===== src/rtl/rd_pipe_tracker.sv =====
// Destination-register tracker for a 5-stage pipeline: carries rd/RegWrite
// through EX, MEM and WB and raises a load-use stall for the ID stage.
module rd_pipe_tracker #(
  parameter logic [15:0] STALL_CNT_MAX = 16'hFFFF
) (
  input  logic        clk,
  input  logic        reset_n,
  input  logic        id_valid,
  input  logic [4:0]  id_rd,
  input  logic        id_regWrite,
  input  logic        id_memRead,
  input  logic [4:0]  id_rs1,
  input  logic [4:0]  id_rs2,
  input  logic        id_use_rs1,
  input  logic        id_use_rs2,
  input  logic        flush,
  output logic [4:0]  RS_1,
  output logic [4:0]  RS_2,
  output logic [4:0]  rdEx,
  output logic [4:0]  rdMem,
  output logic [4:0]  rdWb,
  output logic        regWrite_Ex,
  output logic        regWrite_Mem,
  output logic        regWrite_Wb,
  output logic        memRead_Ex,
  output logic        stall,
  output logic [15:0] stall_count
);

  typedef struct packed {
    logic [4:0] rd;
    logic       reg_write;
    logic       mem_read;
    logic [4:0] rs1;
    logic [4:0] rs2;
  } ex_entry_t;

  // MEM and WB keep only the fields anything downstream can observe.
  typedef struct packed {
    logic [4:0] rd;
    logic       reg_write;
  } late_entry_t;

  ex_entry_t   ex_q, ex_d;
  late_entry_t mem_q, wb_q;
  logic        rs1_hit, rs2_hit;

  assign rs1_hit = id_use_rs1 && (id_rs1 == ex_q.rd);
  assign rs2_hit = id_use_rs2 && (id_rs2 == ex_q.rd);
  assign stall   = ex_q.mem_read && (ex_q.rd != '0) && id_valid && (rs1_hit || rs2_hit);

  always_comb begin
    ex_d = '0;
    if (id_valid && !stall && !flush) begin
      ex_d.rd        = id_rd;
      ex_d.reg_write = id_regWrite && (id_rd != '0);
      ex_d.mem_read  = id_memRead;
      ex_d.rs1       = id_rs1;
      ex_d.rs2       = id_rs2;
    end
  end

  always_ff @(posedge clk or negedge reset_n) begin
    if (!reset_n) begin
      ex_q  <= '0;
      mem_q <= '0;
      wb_q  <= '0;
    end else begin
      ex_q  <= ex_d;
      mem_q <= '{rd: ex_q.rd, reg_write: ex_q.reg_write};
      wb_q  <= mem_q;
    end
  end

  always_ff @(posedge clk or negedge reset_n) begin
    if (!reset_n) begin
      stall_count <= '0;
    end else if (stall && (stall_count != STALL_CNT_MAX)) begin
      stall_count <= stall_count + 16'd1;
    end
  end

  assign RS_1         = ex_q.rs1;
  assign RS_2         = ex_q.rs2;
  assign rdEx         = ex_q.rd;
  assign regWrite_Ex  = ex_q.reg_write;
  assign memRead_Ex   = ex_q.mem_read;
  assign rdMem        = mem_q.rd;
  assign regWrite_Mem = mem_q.reg_write;
  assign rdWb         = wb_q.rd;
  assign regWrite_Wb  = wb_q.reg_write;

endmodule


===== config.mk =====
export PLATFORM = sky130hd
export DESIGN_NAME = rd_pipe_tracker
export DESIGN_NICKNAME = d
export VERILOG_FILES = /design/src/rtl/rd_pipe_tracker.sv
export SDC_FILE = /design/constraint.sdc
export NUM_CORES = 1
export LEC_CHECK = 0
export ABC_CLOCK_PERIOD_IN_PS = 4250
export BUFFER_PORTS_ARGS = -buffer_cell sky130_fd_sc_hd__clkbuf_2
export CORE_UTILIZATION = 45
export CTS_BUF_LIST = sky130_fd_sc_hd__clkbuf_16
export CTS_CLUSTER_SIZE = 14
export DETAILED_ROUTE_END_ITERATION = 7
export PLACE_DENSITY_LB_ADDON = 0.05
export SKIP_CTS_REPAIR_TIMING = 1
export SYNTH_ARGS = -nofsm -noshare
export SYNTH_HDL_FRONTEND = slang
export SYNTH_SLANG_ARGS = --single-unit

===== constraint.sdc =====
create_clock -name clk -period 4.25 [get_ports clk]
set_input_delay 0.85 -clock clk [delete_from_list [all_inputs] [get_ports clk]]
set_output_delay 0.85 -clock clk [all_outputs]
set_load 0.02 [all_outputs]

==> flow_summary_export.csv, run 1 <==
group,metric,value,unit
run_status,outcome,"finished clean",
flow_run,cap_violations,0,
detailed_routing,route.detailed.drc,0,
setup_path,end_kind,"primary output",
detailed_routing,via_per_inst,5.060,
placement,port-buffer-count,68,
timing,maxSlewHeadroom,0.2796,
detailed_routing,vias,1356,
cts,cts_root_buffer,"clkbuf_16",
synth,synth_area,1847,um2
power_and_ir_drop,leakage,1.196,nW
power_and_ir_drop,peakVddDrop,0.2396,mV
hold_path,min_delay_path_depth,0,
cts,clkLatencyLatePin,0.28,ns
timing,post-route-period-util,0.7100,
timing,rsz0062_at_grt,"false",
cts,h-tree-depth,2,
cells_and_area,layout-drive-gt1-share,0.4455,
cells_and_area,final_common_cell,"clkbuf_2",
timing,maxSlewViolCount,0,
cts,clkSlewWorstSetupHoldPaths,0.05,ns
timing,max_freq,331.4,MHz
floorplanning,start_util,0.4862,
hold_path,hp-class,"reg2reg",
placement,hpwl,2827,um
floorplanning,core_area,3799,um2
global_routing,grt_max_degree,46,
timing,tightest_slew,1.081,ns
synth,yosysTopAreaCellShare,0.6098,
synth,ys_seq_elements,45,
setup_path,cp.arrival,2.17,ns
timing,fin_crit,3.018,ns
cts,cts_inserted_buffers,5,
floorplanning,die-height,66.06,um
floorplanning,ios,69,
setup_path,reg2reg_depth,6,
placement,finalWeightedCongestion,0.7526,
power_and_ir_drop,p_per_area,371.6,nW/um2
synth,avgSynthCellArea,12.56,um2
cts,cts_tree,"built",
setup_path,critical_path_class,"in2out",
cells_and_area,nNetsFinal,243,
detailed_routing,firstDrtPassIters,4,
setup_path,path_max_fanout,17,
synth,yosysTopAreaCell,"dfrtp_1",
global_routing,grt_pass1_vias,1328,
setup_path,worst_setup_path_start_kind,"input pin",
global_routing,antenna_found_initial,0,
floorplanning,die_w,66.06,um
timing,finalSetupViolCount,0,
cts,clock_path_buffers,2,
global_routing,overflow,0,
detailed_routing,antenna_left,0,
detailed_routing,drt_iter0_markers,106,
power_and_ir_drop,total_power,878.7,uW
detailed_routing,wirelength,3826,um
synth,synth_nets,171,
timing,timing_hold_violations_final,0,
global_routing,grt_usage,0.1996,
timing,setup_total_negative_slack,0,ns
floorplanning,core.rowCount,22,
synth,yosysSeqAreaShare,0.6098,
synth,synthCells,147,
cts,numClockSinks,45,
floorplanning,dieArea,4364,um2
setup_path,critical_path_required,3.40,ns
timing,hold_slack,0.3737,ns
global_routing,grt_pass1_wl,6230,um
cells_and_area,syn_to_final_growth,28.05,%
cells_and_area,layout_common_cells,"clkbuf_2 (68), dfrtp_1 (45), xnor2_1 (24), and2_2 (17)",
synth,synth.area.top_cells,"dfrtp_1 (61%), xnor2_1 (11%), and2_2 (6.9%), nand4_1 (3.4%), nand3_1 (2.7%)",
cells_and_area,num_antenna_cells,0,
synth,synth_warnings,0,
detailed_routing,wl_per_cell,14.28,um
timing,clock_skew,0.005741,ns
synth,ys_types,29,
## synth_stat cells
| cell type | n |
|---|---|
| dfrtp_1 | 45 |
| xnor2_1 | 24 |
| and2_2 | 17 |
| nand3_1 | 10 |
| nand4_1 | 10 |
| nor2_1 | 9 |
| nand2_1 | 4 |
| and3_1 | 3 |
| inv_1 | 3 |
| buf_2 | 2 |
| nor3_1 | 2 |
| a21oi_4 | 1 |
| and2_0 | 1 |
| and4_1 | 1 |
| buf_6 | 1 |
| ha_1 | 1 |
| inv_2 | 1 |
| mux2_2 | 1 |
| nand2b_1 | 1 |
| nor4_1 | 1 |
| nor4b_1 | 1 |
| o2111ai_1 | 1 |
| o211ai_2 | 1 |
| o22ai_4 | 1 |
| o311a_1 | 1 |
| or2_2 | 1 |
| or3_1 | 1 |
| or4_1 | 1 |
| xor2_1 | 1 |
## routing by layer
layer	track usage	share of wire	up-vias
met5	0	0	-
met4	0.09840	0.031	0
met2	0.2972	0.46	57
li1	-	-	641
met1	0.2639	0.45	645
met3	0.06034	0.062	13
## state kept, by name, indices dropped and copies added (netlist names)
register and flops:
regWrite_Ex 1, RS_2 5, memRead_Ex 1, regWrite_Mem 1, rdEx 5, regWrite_Wb 1, RS_1 5, rdWb 5
rdMem 5, stall_count 16
## power by group
group          total, mW  switching [mW]  internal, mW  leakage (nW)
clock network      0.360           0.147         0.213        0.0748
logic             0.0707          0.0428        0.0278         0.507
registers          0.448         0.00776         0.440         0.614
total              0.879           0.198         0.681          1.20
## path summary, 6_finish.rpt
check | start | to | slack [ns]
max | id_rs1[1] | stall | 1.23
max in group asynchronous | reset_n | rdEx[0]$_DFF_PN0_ | 2.83
min | regWrite_Ex$_DFF_PN0_ | regWrite_Mem$_DFF_PN0_ | 0.37
min in group asynchronous | reset_n | rdMem[0]$_DFF_PN0_ | 0.75
min reg2reg | regWrite_Ex$_DFF_PN0_ | regWrite_Mem$_DFF_PN0_ | 0.37
max reg2reg | stall_count[0]$_DFFE_PN0P_ | stall_count[1]$_DFFE_PN0P_ | 2.11
## stage by stage
step	worst slack, ns	cells	cell area, um2	utilization
after CTS	1.229	268	2365	0.6225
after detailed placement	1.239	260	2226	0.5860
after floorplan	1.559	147	1847	-
after global placement	1.301	260	2226	0.5860
after global routing	1.089	268	2365	0.6225
final	1.232	268	2365	0.6225
## cells by family after synthesis
logic type / synth area share
simple gates: 0.2026
flops: 0.6098
xor+xnor: 0.1186
buf+inv: 0.01965
compound gates: 0.03659
mux: 0.006097
fa+ha+maj: 0.006774
## worst max-delay path, stage by stage
cell	delay (ns)
clkbuf_2	0.10
xnor2_1	0.14
nand4_1	0.19
o22ai_4	0.48
and2_2	0.23
clkbuf_2	0.16
## cell type report
| type | count | area [um2] |
|---|---|---|
| sequential | 45 | 1126 |
| clock buffer | 5 | 125.1 |
| inverter | 4 | 15.01 |
| multi-input combinational | 95 | 684.4 |
| timing repair buffer | 68 | 340.3 |
| tap | 48 | 60.06 |
| fill | 327 | 1434 |
| clock inverter | 3 | 13.76 |
No activity file was read; power rests on OpenSTA's default activity.
==> run 2, diff against run 1 <==
--- a/config.mk
+++ b/config.mk
@@ -5,7 +5,8 @@
 export SDC_FILE = /design/constraint.sdc
 export NUM_CORES = 1
 export LEC_CHECK = 0
-export ABC_CLOCK_PERIOD_IN_PS = 4250
+export ABC_AREA = 1
+export ABC_CLOCK_PERIOD_IN_PS = 3100
 export BUFFER_PORTS_ARGS = -buffer_cell sky130_fd_sc_hd__clkbuf_2
 export CORE_UTILIZATION = 45
 export CTS_BUF_LIST = sky130_fd_sc_hd__clkbuf_16
==> constraint.sdc (replaced) <==
create_clock -name clk -period 3.1 [get_ports clk]
set_input_delay 0.62 -clock clk [delete_from_list [all_inputs] [get_ports clk]]
set_output_delay 0.62 -clock clk [all_outputs]
set_load 0.02 [all_outputs]
==> flow_summary_export.csv, run 2 <==
group,metric,value,unit
detailed_routing,wirelength,4952,um
setup_path,max_stage_delay,0.45,ns
run_status,violations,"design-rule violations",
timing,rsz0062_at_grt,"false",
setup_path,critical_path_class,"reg2out",
detailed_routing,wl_per_cell,12.63,um
synth,synth_commonest_cells,"nand2_1 (94), dfrtp_1 (45), nor2_1 (40)",
hold_path,min_delay_path_depth,0,
timing,finalSetupViolCount,0,
synth,synth_area,2165,um2
cells_and_area,final_common_cell,"nand2_1",
synth,synth-main-ff-cell,"dfrtp_1",
floorplanning,die-height,71.36,um
cts,h-tree-depth,2,
cells_and_area,regMostFlops,"stall_count",
synth,async_reset_ff_frac,1.000,
cts,clock_path_buffers,2,
placement,finalWeightedCongestion,0.8408,
timing,post-route-period-util,0.7470,
power_and_ir_drop,peakVddDrop,0.2222,mV
flow_run,cap_violations,0,
cells_and_area,layout-drive-gt1-share,0.2676,
cts,numClockSinks,45,
placement,port-buffer-count,68,
synth,yosysTopAreaCellShare,0.5202,
timing,setup_total_negative_slack,0,ns
setup_path,rr_endpoint,"stall_count[0]$_DFFE_PN0P_",
cells_and_area,layout_common_cells,"nand2_1 (94), clkbuf_2 (68), dfrtp_1 (45), nor2_1 (40), inv_1 (28)",
run_status,outcome,"finished with violations",
timing,max_freq,431.8,MHz
power_and_ir_drop,p_per_area,495.5,nW/um2
cts,clkSlewWorstSetupHoldPaths,0.07,ns
setup_path,r2r_slack,1.27,ns
floorplanning,die_w,71.36,um
setup_path,path_delay_family,"buffers and inverters",
hold_path,hp-start,"regWrite_Mem$_DFF_PN0_",
synth,yosysSeqAreaShare,0.5202,
setup_path,end_kind,"primary output",
synth,synth_warnings,0,
timing,clock_skew,0.007583,ns
timing,worst_slack,0.7842,ns
cts,clkLatencyLatePin,0.29,ns
placement,dpl-instance-area,2537,um2
global_routing,overflow,0,
synth,synth_edf_count,0,
global_routing,grt_pass1_vias,1806,
setup_path,worst_setup_path_start_kind,"flip-flop",
synth,ys_types,21,
detailed_routing,route.detailed.drc,4,
timing,fin_crit,2.316,ns
cells_and_area,num_antenna_cells,0,
setup_path,cp.arrival,1.70,ns
placement,hpwl,3523,um
synth,synth.area.top_cells,"dfrtp_1 (52%), nand2_1 (16%), nor2_1 (6.9%), nand4_1 (6.4%), inv_1 (4.9%)",
cts,cts_root_buffer,"clkbuf_16",
detailed_routing,drt_iter0_markers,144,
timing,timing_hold_violations_final,0,
synth,avgSynthCellArea,8.077,um2
setup_path,critical_path_required,2.48,ns
setup_path,cpMaxStageDelayCell,"dfrtp_1",
floorplanning,start_util,0.4838,
cells_and_area,syn_to_final_growth,25.20,%
setup_path,critPathBufInv,4,
floorplanning,core.rowCount,24,
synth,synthMostInstantiatedCell,"nand2_1",
floorplanning,core_area,4474,um2
cts,cts_tree,"built",
cells_and_area,nNetsFinal,363,
synth,synthCells,268,
timing,maxSlewHeadroom,0.2690,
hold_path,hp-class,"reg2reg",
floorplanning,ios,69,
cells_and_area,fin_area,2710,um2
detailed_routing,antenna_left,0,
cells_and_area,largest_register_ffs,16,
timing,hold_slack,0.3750,ns
detailed_routing,firstDrtPassIters,7,
setup_path,reg2reg_depth,7,
power_and_ir_drop,leakage,1.575,nW
synth,ys_seq_elements,45,
global_routing,grt_pass1_wl,8556,um
synth,yosysTopAreaCell,"dfrtp_1",
synth,synth_nets,292,
global_routing,grt_max_degree,46,
detailed_routing,via_per_inst,4.819,
detailed_routing,vias,1889,
setup_path,path_cells,"inv_1, nand4_1, nand3_1, inv_2, nand2_2, inv_1, clkbuf_2",
global_routing,grt_usage,0.2183,
placement,place_ws,1.020,ns
cts,cts_inserted_buffers,5,
hold_path,min_to,"regWrite_Wb$_DFF_PN0_",
floorplanning,dieArea,5092,um2
setup_path,path_max_fanout,18,
setup_path,cp_common_cell,"inv_1",
setup_path,crit-reg2reg-launch,"stall_count[0]$_DFFE_PN0P_",
timing,tightest_slew,1.096,ns
global_routing,antenna_found_initial,0,
timing,maxSlewViolCount,0,
## run 2: changes by cell type after synthesis, sizes merged, moves of 3 or more
cell,previous run,this run
nand2,4,97
and3,3,0
nand4,10,23
xnor2,24,4
o21ai,0,3
and2,18,0
nor2,9,42
inv,4,34
## run 2: worst max path at each step
stage / start / to / cells after the start
2_1_floorplan: id_rs2[1] / stall / 8
3_3_place_gp: id_rs2[1] / stall / 10
3_5_place_dp: id_rs2[4] / stall / 10
4_1_cts: rdEx[1]$_DFF_PN0_ / stall / 7
5_1_grt: rdEx[3]$_DFF_PN0_ / stall / 7
6_report: rdEx[3]$_DFF_PN0_ / stall / 7
## run 2: cell families after synthesis
family	count (synthesis)	synth area share
simple gates	173	0.3613
buf+inv	39	0.07746
fa+ha+maj	1	0.005779
xor+xnor	7	0.02832
flops	45	0.5202
compound gates	3	0.006934
## run 2: where the power goes
part | internal, mW | total [mW] | switching [mW]
Clock | 0.386 | 0.628 | 0.242
Sequential | 0.602 | 0.613 | 0.0103
Combinational | 0.0330 | 0.102 | 0.0693
## run 2: layout make-up
cell class,instances,area (um2)
inverter,34,127.6
fill,417,1764
timing repair buffer,69,347.8
sequential,45,1126
clock buffer,5,125.1
clock inverter,3,47.55
tap,52,65.06
multi-input combinational,184,870.8
## run 2: per-layer routing
layer  routed length (um)  part of all wire  GRT usage  up-vias
met2                 2115              0.43     0.3206       46
met3                  249             0.050    0.05485        4
met4                   40            0.0081    0.06000        0
met5                    0                 0          0        -
li1                     -                 -          -      982
met1                 2547              0.51     0.3211      857
## run 2: through the flow
step | total power [mW] | utilization | cells
after floorplan | 0.6769 | - | 268
after global placement | 0.7267 | 0.5671 | 384
after detailed placement | 0.7276 | 0.5671 | 384
after CTS | 1.353 | 0.6057 | 392
after global routing | 1.388 | 0.6057 | 392
final | 1.343 | 0.6057 | 392
==> run 3, diff against run 2 <==
--- a/config.mk
+++ b/config.mk
@@ -6,7 +6,7 @@
 export NUM_CORES = 1
 export LEC_CHECK = 0
 export ABC_AREA = 1
-export ABC_CLOCK_PERIOD_IN_PS = 3100
+export ABC_CLOCK_PERIOD_IN_PS = 2100
 export BUFFER_PORTS_ARGS = -buffer_cell sky130_fd_sc_hd__clkbuf_2
 export CORE_UTILIZATION = 45
 export CTS_BUF_LIST = sky130_fd_sc_hd__clkbuf_16
==> constraint.sdc (replaced) <==
create_clock -name clk -period 2.1 [get_ports clk]
set_input_delay 0.42 -clock clk [delete_from_list [all_inputs] [get_ports clk]]
set_output_delay 0.42 -clock clk [all_outputs]
set_load 0.02 [all_outputs]
==> flow_summary_export.csv, run 3 (synthesis results as in run 2) <==
group,metric,value,unit
cts,clock_path_buffers,2,
timing,finalSetupViolCount,0,
timing,clock_skew,0.007907,ns
detailed_routing,vias,1897,
power_and_ir_drop,peakVddDrop,0.5846,mV
power_and_ir_drop,p_int,1.512,mW
cells_and_area,num_antenna_cells,0,
detailed_routing,wl_per_cell,12.17,um
timing,tightest_slew,0.5840,ns
cts,numClockSinks,45,
power_and_ir_drop,netSwitchingFraction,0.2351,
floorplanning,dieArea,5092,um2
timing,setup_total_negative_slack,0,ns
setup_path,reg2reg_depth,9,
setup_path,crit-reg2reg-launch,"stall_count[0]$_DFFE_PN0P_",
cells_and_area,largest_register_ffs,16,
detailed_routing,wirelength,4808,um
setup_path,cp.arrival,1.53,ns
cells_and_area,nFillCells,420,
timing,worst_slack,0.1541,ns
timing,maxSlewViolCount,0,
global_routing,grt_usage,0.2121,
detailed_routing,firstDrtPassIters,7,
placement,place_ws,0.4196,ns
timing,maxSlewHeadroom,0.6106,
timing,rsz0062_at_grt,"false",
cells_and_area,regMostFlops,"stall_count",
cts,cts_inserted_buffers,5,
power_and_ir_drop,net-switching-power,464.8,uW
floorplanning,start_util,0.4838,
cts,clkLatencyLatePin,0.29,ns
floorplanning,core_area,4474,um2
setup_path,critical_path_required,1.68,ns
placement,hpwl,3615,um
cts,cts_root_buffer,"clkbuf_16",
setup_path,critical_path_class,"reg2out",
setup_path,r2r_slack,0.44,ns
floorplanning,die-height,71.36,um
setup_path,worst_setup_path_start_kind,"flip-flop",
detailed_routing,drt_iter0_markers,156,
detailed_routing,via_per_inst,4.803,
cts,clkSlewWorstSetupHoldPaths,0.07,ns
floorplanning,die_w,71.36,um
global_routing,grt_pass1_wl,8238,um
cells_and_area,syn_to_final_growth,26.82,%
flow_run,cap_violations,0,
run_status,violations,"design-rule violations",
placement,port-buffer-count,68,
detailed_routing,antenna_left,0,
cells_and_area,layout_common_cells,"nand2_1 (94), clkbuf_2 (68), dfrtp_1 (45), nor2_1 (40), inv_1 (28)",
power_and_ir_drop,sequentialPowerShare,0.457,
cells_and_area,layout-drive-gt1-share,0.2741,
cells_and_area,final_common_cell,"nand2_1",
power_and_ir_drop,p_per_area,720.2,nW/um2
detailed_routing,route.detailed.drc,4,
timing,fin_crit,1.946,ns
power_and_ir_drop,p_comb_frac,0.079,
global_routing,overflow,0,
global_routing,grt_max_degree,25,
placement,finalWeightedCongestion,0.8287,
setup_path,end_kind,"primary output",
floorplanning,ios,69,
cells_and_area,nNetsFinal,366,
setup_path,path_max_fanout,5,
power_and_ir_drop,p_clk_frac,0.464,
timing,max_freq,513.9,MHz
setup_path,rr_endpoint,"stall_count[14]$_DFFE_PN0P_",
timing,post-route-period-util,0.9266,
floorplanning,core.rowCount,24,
timing,timing_hold_violations_final,0,
cts,h-tree-depth,2,
run_status,outcome,"finished with violations",
cts,cts_tree,"built",
global_routing,antenna_found_initial,0,
hold_path,hp-class,"in2async",
global_routing,grt_pass1_vias,1800,
power_and_ir_drop,leakage,1.594,nW
## run 3: layout make-up
| cell class | instances | area, um2 | area share |
|---|---|---|---|
| Clock buffer | 5 | 125.1 | 0.04558 |
| Inverter | 34 | 127.6 | 0.04649 |
| Clock inverter | 3 | 47.55 | 0.01732 |
| Tap cell | 52 | 65.06 | 0.02370 |
| Timing Repair Buffer | 72 | 382.9 | 0.1395 |
| Sequential cell | 45 | 1126 | 0.4102 |
| Multi-Input combinational cell | 184 | 870.8 | 0.3172 |
## run 3: power groups by stage
stage / registers, mW / logic (mW) / clock network (mW)
after floorplan: 0.949 / 0.0507 / 0
after global placement: 0.920 / 0.157 / 0
after detailed placement: 0.921 / 0.158 / 0
after CTS: 0.904 / 0.159 / 0.941
after global routing: 0.907 / 0.174 / 0.969
final: 0.904 / 0.156 / 0.917
## run 3: per-stage QoR
stage               cell area, um2  utilization  hold WS (ns)  cells  power, mW
floorplan                     2165            -        0.1244    268     0.9992
finish                        2745       0.6135        0.1181    395      1.977
global route                  2745       0.6135        0.1612    395      2.049
CTS                           2745       0.6135        0.1379    395      2.004
global placement              2572       0.5749        0.3566    387      1.077
detailed placement            2572       0.5749        0.3619    387      1.079
## run 3: worst max-delay path by stage
stage | slack, ns | startpoint | cells past startpoint | end
after detailed placement | 0.42 | id_rs2[1] | 11 | stall_count[14]$_DFFE_PN0P_
after floorplan | 0.44 | rdEx[3]$_DFF_PN0_ | 8 | stall
after global routing | 0.06 | rdEx[3]$_DFF_PN0_ | 9 | stall
after global placement | 0.44 | id_rs2[1] | 11 | stall_count[0]$_DFFE_PN0P_
after CTS | 0.15 | rdEx[3]$_DFF_PN0_ | 9 | stall
final | 0.15 | rdEx[3]$_DFF_PN0_ | 9 | stall
## run 3: per-layer routing
layer  vias to the layer above  part of all wire  track usage
met3                         5             0.066      0.04079
met5                         -                 0            0
met1                       844              0.48       0.3011
met2                        59              0.44       0.3238
li1                        989                 -            -
met4                         0             0.012      0.08000
## run 3: critical path, cell delays in order (launching register included)
cell	delay [ns]
dfrtp_1	0.45
inv_1	0.11
nand2_1	0.07
nand2_1	0.05
nor2_1	0.10
nand3_1	0.08
nand2_2	0.09
nand2_2	0.07
inv_1	0.05
clkbuf_2	0.16
